File: config.mk
export PLATFORM = sky130hd
export DESIGN_NAME = branch_resolve_unit
export DESIGN_NICKNAME = d
export VERILOG_FILES = /design/src/rtl/branch_resolve_unit.sv
export SDC_FILE = /design/constraint.sdc
export NUM_CORES = 1
export LEC_CHECK = 0
export ABC_AREA = 1
export CAP_MARGIN = 20
export CORE_MARGIN = 3
export CORE_UTILIZATION = 57
export DETAILED_ROUTE_END_ITERATION = 6
export GPL_TIMING_DRIVEN = 0
export PLACE_DENSITY = 0.91
export SLEW_MARGIN = 25
export SYNTH_ARGS = -nofsm -noshare
export SYNTH_HDL_FRONTEND = slang
export SYNTH_SLANG_ARGS = --single-unit
File: constraint.sdc
create_clock -name clk -period 3.55 [get_ports clk]
set_clock_uncertainty 0.1 [all_clocks]
set_input_delay 0.71 -clock clk [delete_from_list [all_inputs] [get_ports clk]]
set_output_delay 0.71 -clock clk [all_outputs]
set_load 0.01 [all_outputs]
File: src/rtl/branch_resolve_unit.sv
// Registered RV32I branch/jump resolution with a 2-bit-counter BHT and wrap-around perf counters.
// Define BRU_C_EXT_EN for 16-bit instruction support (2-byte alignment, compressed fall-through).
module branch_resolve_unit #(
  parameter int XLEN        = 32,
  parameter int BHT_ENTRIES = 64,
  parameter int CNT_W       = 32
) (
  input  logic              clk,
  input  logic              rst_n,
  input  logic              flush,
  input  logic [XLEN-1:0]   lookup_pc,
  output logic              lookup_taken,
  input  logic              in_valid,
  output logic              in_ready,
  input  logic [XLEN-1:0]   in_pc,
  input  logic [XLEN-1:0]   src_a,
  input  logic [XLEN-1:0]   src_b,
  input  logic [XLEN-1:0]   target_addr,
  input  logic [2:0]        branch_type,
  input  logic              branch,
  input  logic              jump,
  input  logic              pred_taken,
  input  logic              is_compressed,
  output logic              out_valid,
  input  logic              out_ready,
  output logic              branch_taken,
  output logic              mispredict,
  output logic [XLEN-1:0]   redirect_pc,
  output logic              misaligned_exception,
  output logic [CNT_W-1:0]  branch_count,
  output logic [CNT_W-1:0]  mispredict_count
);

`ifdef BRU_C_EXT_EN
  localparam int ALIGN = 1;
`else
  localparam int ALIGN = 2;
`endif
  localparam int IDX_W = $clog2(BHT_ENTRIES);

  logic             cond;
  logic             br_eff;
  logic             valid_c;
  logic             aligned_c;
  logic             taken_c;
  logic             exc_c;
  logic             misp_c;
  logic [XLEN-1:0]  fallthrough;
  logic [IDX_W-1:0] in_idx;
  logic [IDX_W-1:0] lookup_idx;
  logic             accept;
  logic             fire;
  logic             train;

  logic             out_valid_reg;
  logic             taken_reg;
  logic             misp_reg;
  logic             exc_reg;
  logic [XLEN-1:0]  redirect_reg;
  logic             cond_reg;
  logic             br_reg;
  logic [IDX_W-1:0] idx_reg;
  logic [CNT_W-1:0] branch_count_reg;
  logic [CNT_W-1:0] mispredict_count_reg;
  logic [1:0]       bht_reg [BHT_ENTRIES];
  logic [1:0]       bht_cur;
  logic [1:0]       bht_next;
  logic             unused_bits;

  always_comb begin
    cond = 1'b0;
    case (branch_type)
      3'b000:  cond = (src_a == src_b);
      3'b001:  cond = (src_a != src_b);
      3'b100:  cond = ($signed(src_a) <  $signed(src_b));
      3'b101:  cond = ($signed(src_a) >= $signed(src_b));
      3'b110:  cond = (src_a <  src_b);
      3'b111:  cond = (src_a >= src_b);
      default: cond = 1'b0;
    endcase
  end

  // A jump wins when both branch and jump are asserted.
  assign br_eff    = branch & ~jump;
  assign valid_c   = (cond & br_eff) | jump;
  assign aligned_c = (target_addr[ALIGN-1:0] == '0);
  assign taken_c   = valid_c & aligned_c;
  assign exc_c     = valid_c & ~aligned_c;
  assign misp_c    = ~exc_c & ((taken_c != pred_taken) | (jump & ~pred_taken));

`ifdef BRU_C_EXT_EN
  assign fallthrough = in_pc + (is_compressed ? XLEN'(2) : XLEN'(4));
  assign unused_bits = ^lookup_pc;
`else
  assign fallthrough = in_pc + XLEN'(4);
  assign unused_bits = ^{lookup_pc, is_compressed};
`endif

  assign in_idx     = in_pc[IDX_W+ALIGN-1:ALIGN];
  assign lookup_idx = lookup_pc[IDX_W+ALIGN-1:ALIGN];

  assign in_ready = ~out_valid_reg | out_ready;
  assign accept   = in_valid & in_ready;
  assign fire     = out_valid_reg & out_ready & ~flush;
  assign train    = fire & br_reg & ~exc_reg;

  always_ff @(posedge clk or negedge rst_n) begin
    if (!rst_n) begin
      out_valid_reg <= 1'b0;
      taken_reg     <= 1'b0;
      misp_reg      <= 1'b0;
      exc_reg       <= 1'b0;
      redirect_reg  <= '0;
      cond_reg      <= 1'b0;
      br_reg        <= 1'b0;
      idx_reg       <= '0;
    end else begin
      if (flush)            out_valid_reg <= 1'b0;
      else if (accept)      out_valid_reg <= 1'b1;
      else if (out_ready)   out_valid_reg <= 1'b0;
      // Data only moves on an accepted, unflushed request, so a stalled result stays stable.
      if (accept && !flush) begin
        taken_reg    <= taken_c;
        misp_reg     <= misp_c;
        exc_reg      <= exc_c;
        redirect_reg <= taken_c ? target_addr : fallthrough;
        cond_reg     <= cond;
        br_reg       <= br_eff;
        idx_reg      <= in_idx;
      end
    end
  end

  always_ff @(posedge clk or negedge rst_n) begin
    if (!rst_n) begin
      branch_count_reg     <= '0;
      mispredict_count_reg <= '0;
    end else if (fire) begin
      branch_count_reg     <= branch_count_reg + CNT_W'(br_reg);
      mispredict_count_reg <= mispredict_count_reg + CNT_W'(misp_reg);
    end
  end

  assign bht_cur  = bht_reg[idx_reg];
  assign bht_next = cond_reg ? ((bht_cur == 2'b11) ? 2'b11 : bht_cur + 2'b01)
                             : ((bht_cur == 2'b00) ? 2'b00 : bht_cur - 2'b01);

  always_ff @(posedge clk or negedge rst_n) begin
    if (!rst_n) begin
      for (int i = 0; i < BHT_ENTRIES; i++) bht_reg[i] <= 2'b01;
    end else if (train) begin
      bht_reg[idx_reg] <= bht_next;
    end
  end

  // Reads the registered counter, so a same-cycle update is seen only next cycle.
  assign lookup_taken         = bht_reg[lookup_idx][1];
  assign out_valid            = out_valid_reg;
  assign branch_taken         = taken_reg;
  assign mispredict           = misp_reg;
  assign misaligned_exception = exc_reg;
  assign redirect_pc          = redirect_reg;
  assign branch_count         = branch_count_reg;
  assign mispredict_count     = mispredict_count_reg;

endmodule

==> impl_summary.txt <==
----------------------------------------------------
[Status]
  Status ... finished with violations
  Failing checks ... DRC, setup timing

[Power]
  Leakage component of the power ... 8.65 nW
  Part of the power in combinational logic ... 0.179
  Internal Pwr Total ... 4.98 mW
  Final Power ... between 6 and 7 mW
  Maximum resistive drop on vdd ... 0.336 mV
  P per Cell Area ... 394 nW/um^2
  Relative contribution of the clock network to total power ... 0.402
  Switching power ... 1.97 mW
  Switching share of power ... 0.283
  Proportion of power drawn by flip-flops and latches ... 0.419

[Routing]
  Vias per cell ... 5.74
  WL/cell ... 17.9 um
  DR vias ... ~14000
  Number of nets with antenna violations after detailed routing ... 0
  First-pass iteration count of the detailed router ... 7
  Starting DRT DRC Count ... 1683
  Remaining routing DRC violations ... 30
  Post-detailed-routing wire length ... between 40000 and 50000 um

[Setup path]
  Worst flop-to-flop path endpoint ... bht_reg[26]$_DFFE_PN1P_
  Crit-path cells ... nand3_1 > inv_1 > clkbuf_1 > nand2_1 > nand4_1 > o31ai_1 > nand4_1 > nor2_1 > nand2_1 > nand2_2 > buf_2 > nand2_1 > nand2_1
  Critical-path top delay cell ... sky130_fd_sc_hd__o31ai_1
  Worst reg2reg setup slack ... -0.06 ns
  Worst setup path startpoint ... idx_reg[0]$_DFFE_PN0P_
  Nature of the critical path startpoint ... flip-flop
  Critical R2R Launch ... idx_reg[0]$_DFFE_PN0P_
  Setup CP Type ... reg -> reg
  Arrival time at the worst endpoint ... between 3 and 4 ns
  CP Buf/Inv Count ... 3
  Category of the worst setup path capture point ... flip-flop
  Cell count of the worst reg-to-reg path ... 13
  Crit-path most repeated cell ... sky130_fd_sc_hd__nand2_1
  Longest individual stage delay on the worst path ... 0.55 ns
  Number of cells on the critical path ... 13
  CP top delay family ... simple AND/OR/NAND/NOR gates
  Largest driver fanout on the critical path ... 10
  Worst path required time ... 3.91 ns

[Timing]
  Timing-limited maximum frequency ... 277 MHz
  Actual transition at the worst max-transition pin ... 0.846 ns
  Final-report setup violation count ... 1
  Tmin final ... between 3 and 4 ns
  Final WS setup ... -0.0597 ns
  Final Hold Vio Count ... 0
  Remaining max-slew budget at the tightest pin ... 0.433
  Setup repair after global routing missed its margin ... false
  Tcrit/Tclk final ... 1.02
  Max Slew Vio Count ... 0

[Place]
  Number of input and output port buffers inserted ... roughly 250
  Post-detail-place hpwl ... ~32000 um
  RePlAce Congestion ... ~0.97
  Cell count after placement ... between 2000 and 2500
  Pre-CTS setup slack ... -0.680 ns
  DP Area ... between 15000 and 20000 um^2

[Synth]
  Number of instances in the synthesized netlist ... 1904
  Primary FF master, synth ... sky130_fd_sc_hd__dfrtp_1
  Count of flip-flops with a built-in enable after synthesis ... 0
  Library cell with the largest summed area after synthesis ... sky130_fd_sc_hd__dfrtp_1
  Fraction of registers with async set or reset after synthesis ... 1.00
  Sequential fraction of the synthesis area ... 0.433
  Fraction of synthesized cell area taken by the top area cell type ... 0.312
  Average instance area after synthesis ... approximately 7.3 um^2
  #FFs+latches synth ... 236
  Synthesized net count ... around 2100
  Leading post-synthesis cells by instance count ... sky130_fd_sc_hd__nand2_1, sky130_fd_sc_hd__inv_1, sky130_fd_sc_hd__nand3_1, sky130_fd_sc_hd__dfrtp_1, sky130_fd_sc_hd__nor2_1
  Count leader, synth ... sky130_fd_sc_hd__nand2_1
  Synth warn ... 0
  Dominant cells by area after synthesis ... sky130_fd_sc_hd__dfrtp_1, sky130_fd_sc_hd__nand2_1, sky130_fd_sc_hd__dfstp_2, sky130_fd_sc_hd__inv_1, sky130_fd_sc_hd__nand3_1
  Mapped cell area ... about 14000 um^2
  Synth unique cells ... 51

[Final layout]
  Number of flip-flops under the largest register name ... about 130
  Area grow syn2layout ... 27.8%
  Post-route cell area ... ~18000 um^2
  Post-Layout Cell Count ... 2516
  Nets ... ~2400
  Final cell utilization of the core ... 0.747
  Fraction of layout instances using a drive strength above 1 ... 0.0774

[Die]
  Initial core utilization ... 0.585
  Count of standard-cell rows ... 56
  Die width ... 162 um
  Area of the die ... 26100 um^2
  Boundary pin count ... approximately 270
  Standard cell core area ... 23600 um^2
  Die outline height ... between 150 and 200 um

[Global route]
  Vias in the first global route ... roughly 14000
  Overall global routing resource usage ... 0.340
  Antenna violations before repair ... 2
  Global-route wire length before repair ... a little over 70000 um
  Pin count of the biggest net entering global routing ... 99
  Total overflow reported by the global router ... 0

[Run]
  Max_cap viols ... 0

[Clock tree]
  Buffer cell driving the clock tree root ... sky130_fd_sc_hd__clkbuf_16
  CTS buffer count ... 25
  Number of buffers inserted by post-CTS setup repair ... 0
  Clock latency on the worst-skew pair ... 0.54 ns
  TritonCTS clock tree ... yes
  Register clock-pin slew on the reported worst setup and hold paths ... 0.06 ns
  TritonCTS Sinks ... approximately 240
  Max H-tree Level ... 1
  Number of buffers on the longest clock path ... 3

[Worst hold path]
  Classification of the worst-slack hold path ... in -> async

----------------------------------------------------
per-stage QoR:
stage | hold WS [ns] | TNS, ns
after floorplan | 0.314 | 0
after global placement | 0.352 | -1689.21
after detailed placement | 0.358 | -15.67
after CTS | 0.0185 | -0.0789
after global routing | 0.0272 | 0
final | 0.00631 | -0.0597
worst reg2reg max path, delay by kind of cell (launching register included):
family / cells / cell delay [ns]
buffers and inverters: 3 / 1.00
flip-flops: 1 / 0.48
AO/OA/AOI/OAI: 1 / 0.55
AND/OR/NAND/NOR: 9 / 1.42
power by group through the flow:
stage | sequential, mW | combinational [mW] | clock, mW
4_1_cts | 2.91 | 1.22 | 2.80
3_3_place_gp | 2.95 | 1.17 | 0
2_1_floorplan | 2.97 | 0.495 | 0
3_5_place_dp | 2.95 | 1.20 | 0
6_report | 2.91 | 1.24 | 2.80
5_1_grt | 2.92 | 1.33 | 2.92
layout by cell type (no fill, tap or decap), types with 10 or more instances in the layout:
| master | synthesis | routed |
|---|---|---|
| sky130_fd_sc_hd__xnor2_1 | 24 | 24 |
| sky130_fd_sc_hd__o21ai_0 | 65 | 64 |
| sky130_fd_sc_hd__nor2_1 | 155 | 154 |
| sky130_fd_sc_hd__inv_2 | 10 | 10 |
| sky130_fd_sc_hd__clkbuf_1 | 35 | 24 |
| sky130_fd_sc_hd__clkbuf_16 | 0 | 25 |
| sky130_fd_sc_hd__nor3_1 | 31 | 31 |
| sky130_fd_sc_hd__buf_2 | 17 | 19 |
| sky130_fd_sc_hd__nand2_1 | 636 | 634 |
| sky130_fd_sc_hd__a22oi_1 | 17 | 17 |
| sky130_fd_sc_hd__inv_1 | 275 | 275 |
| sky130_fd_sc_hd__a21oi_1 | 37 | 37 |
| sky130_fd_sc_hd__nand3_1 | 173 | 173 |
| sky130_fd_sc_hd__ha_1 | 37 | 37 |
| sky130_fd_sc_hd__nand4_1 | 30 | 30 |
| sky130_fd_sc_hd__dfstp_2 | 64 | 64 |
| sky130_fd_sc_hd__dfrtp_1 | 172 | 172 |
| sky130_fd_sc_hd__xor2_1 | 53 | 53 |
| sky130_fd_sc_hd__clkdlybuf4s50_1 | 0 | 242 |
logic make-up after synthesis:
logic type	share of synthesized area
buffers and inverters	0.0945
adder cells (fa/ha/maj)	0.0335
AND/OR/NAND/NOR	0.319
AO/OA/AOI/OAI	0.0703
flip-flops	0.433
XOR/XNOR	0.0488
routing by layer:
| layer | vias up | wire [um] | GRT usage |
|---|---|---|---|
| met5 | - | 0 | 0 |
| met4 | 0 | 2840 | 0.182 |
| met3 | 236 | 4530 | 0.0661 |
| met2 | 910 | 21300 | 0.575 |
| met1 | 6740 | 16500 | 0.412 |
| li1 | 6554 | - | - |
timing repair:
item,in CTS,in global routing
hold buffers,0,0
endpoints found under the setup margin,8,73
gates resized for setup,18,19
worst max path at each step:
| stage | endpoint | slack (ns) |
|---|---|---|
| final | bht_reg[26]$_DFFE_PN1P_ | -0.06 |
| after global placement | bht_reg[117]$_DFFE_PN0P_ | -7.94 |
| after CTS | lookup_taken | -0.08 |
| after global routing | redirect_pc[15]$_DFFE_PN0P_ | 0.004 |
| after detailed placement | lookup_taken | -0.68 |
| after floorplan | redirect_pc[10]$_DFFE_PN0P_ | 0.65 |
layout make-up:
cell class / count / area [um^2]
multi-input combinational: 1327 / 6530
sequential: 236 / 5990
fill: 1675 / 5960
timing repair buffer: 247 / 2510
inverter: 286 / 1070
clock buffer: 33 / 696
tap: 319 / 399
buffer: 53 / 270
clock inverter: 13 / 179
antenna: 2 / 5.00
(Power assumes the default switching activity.)
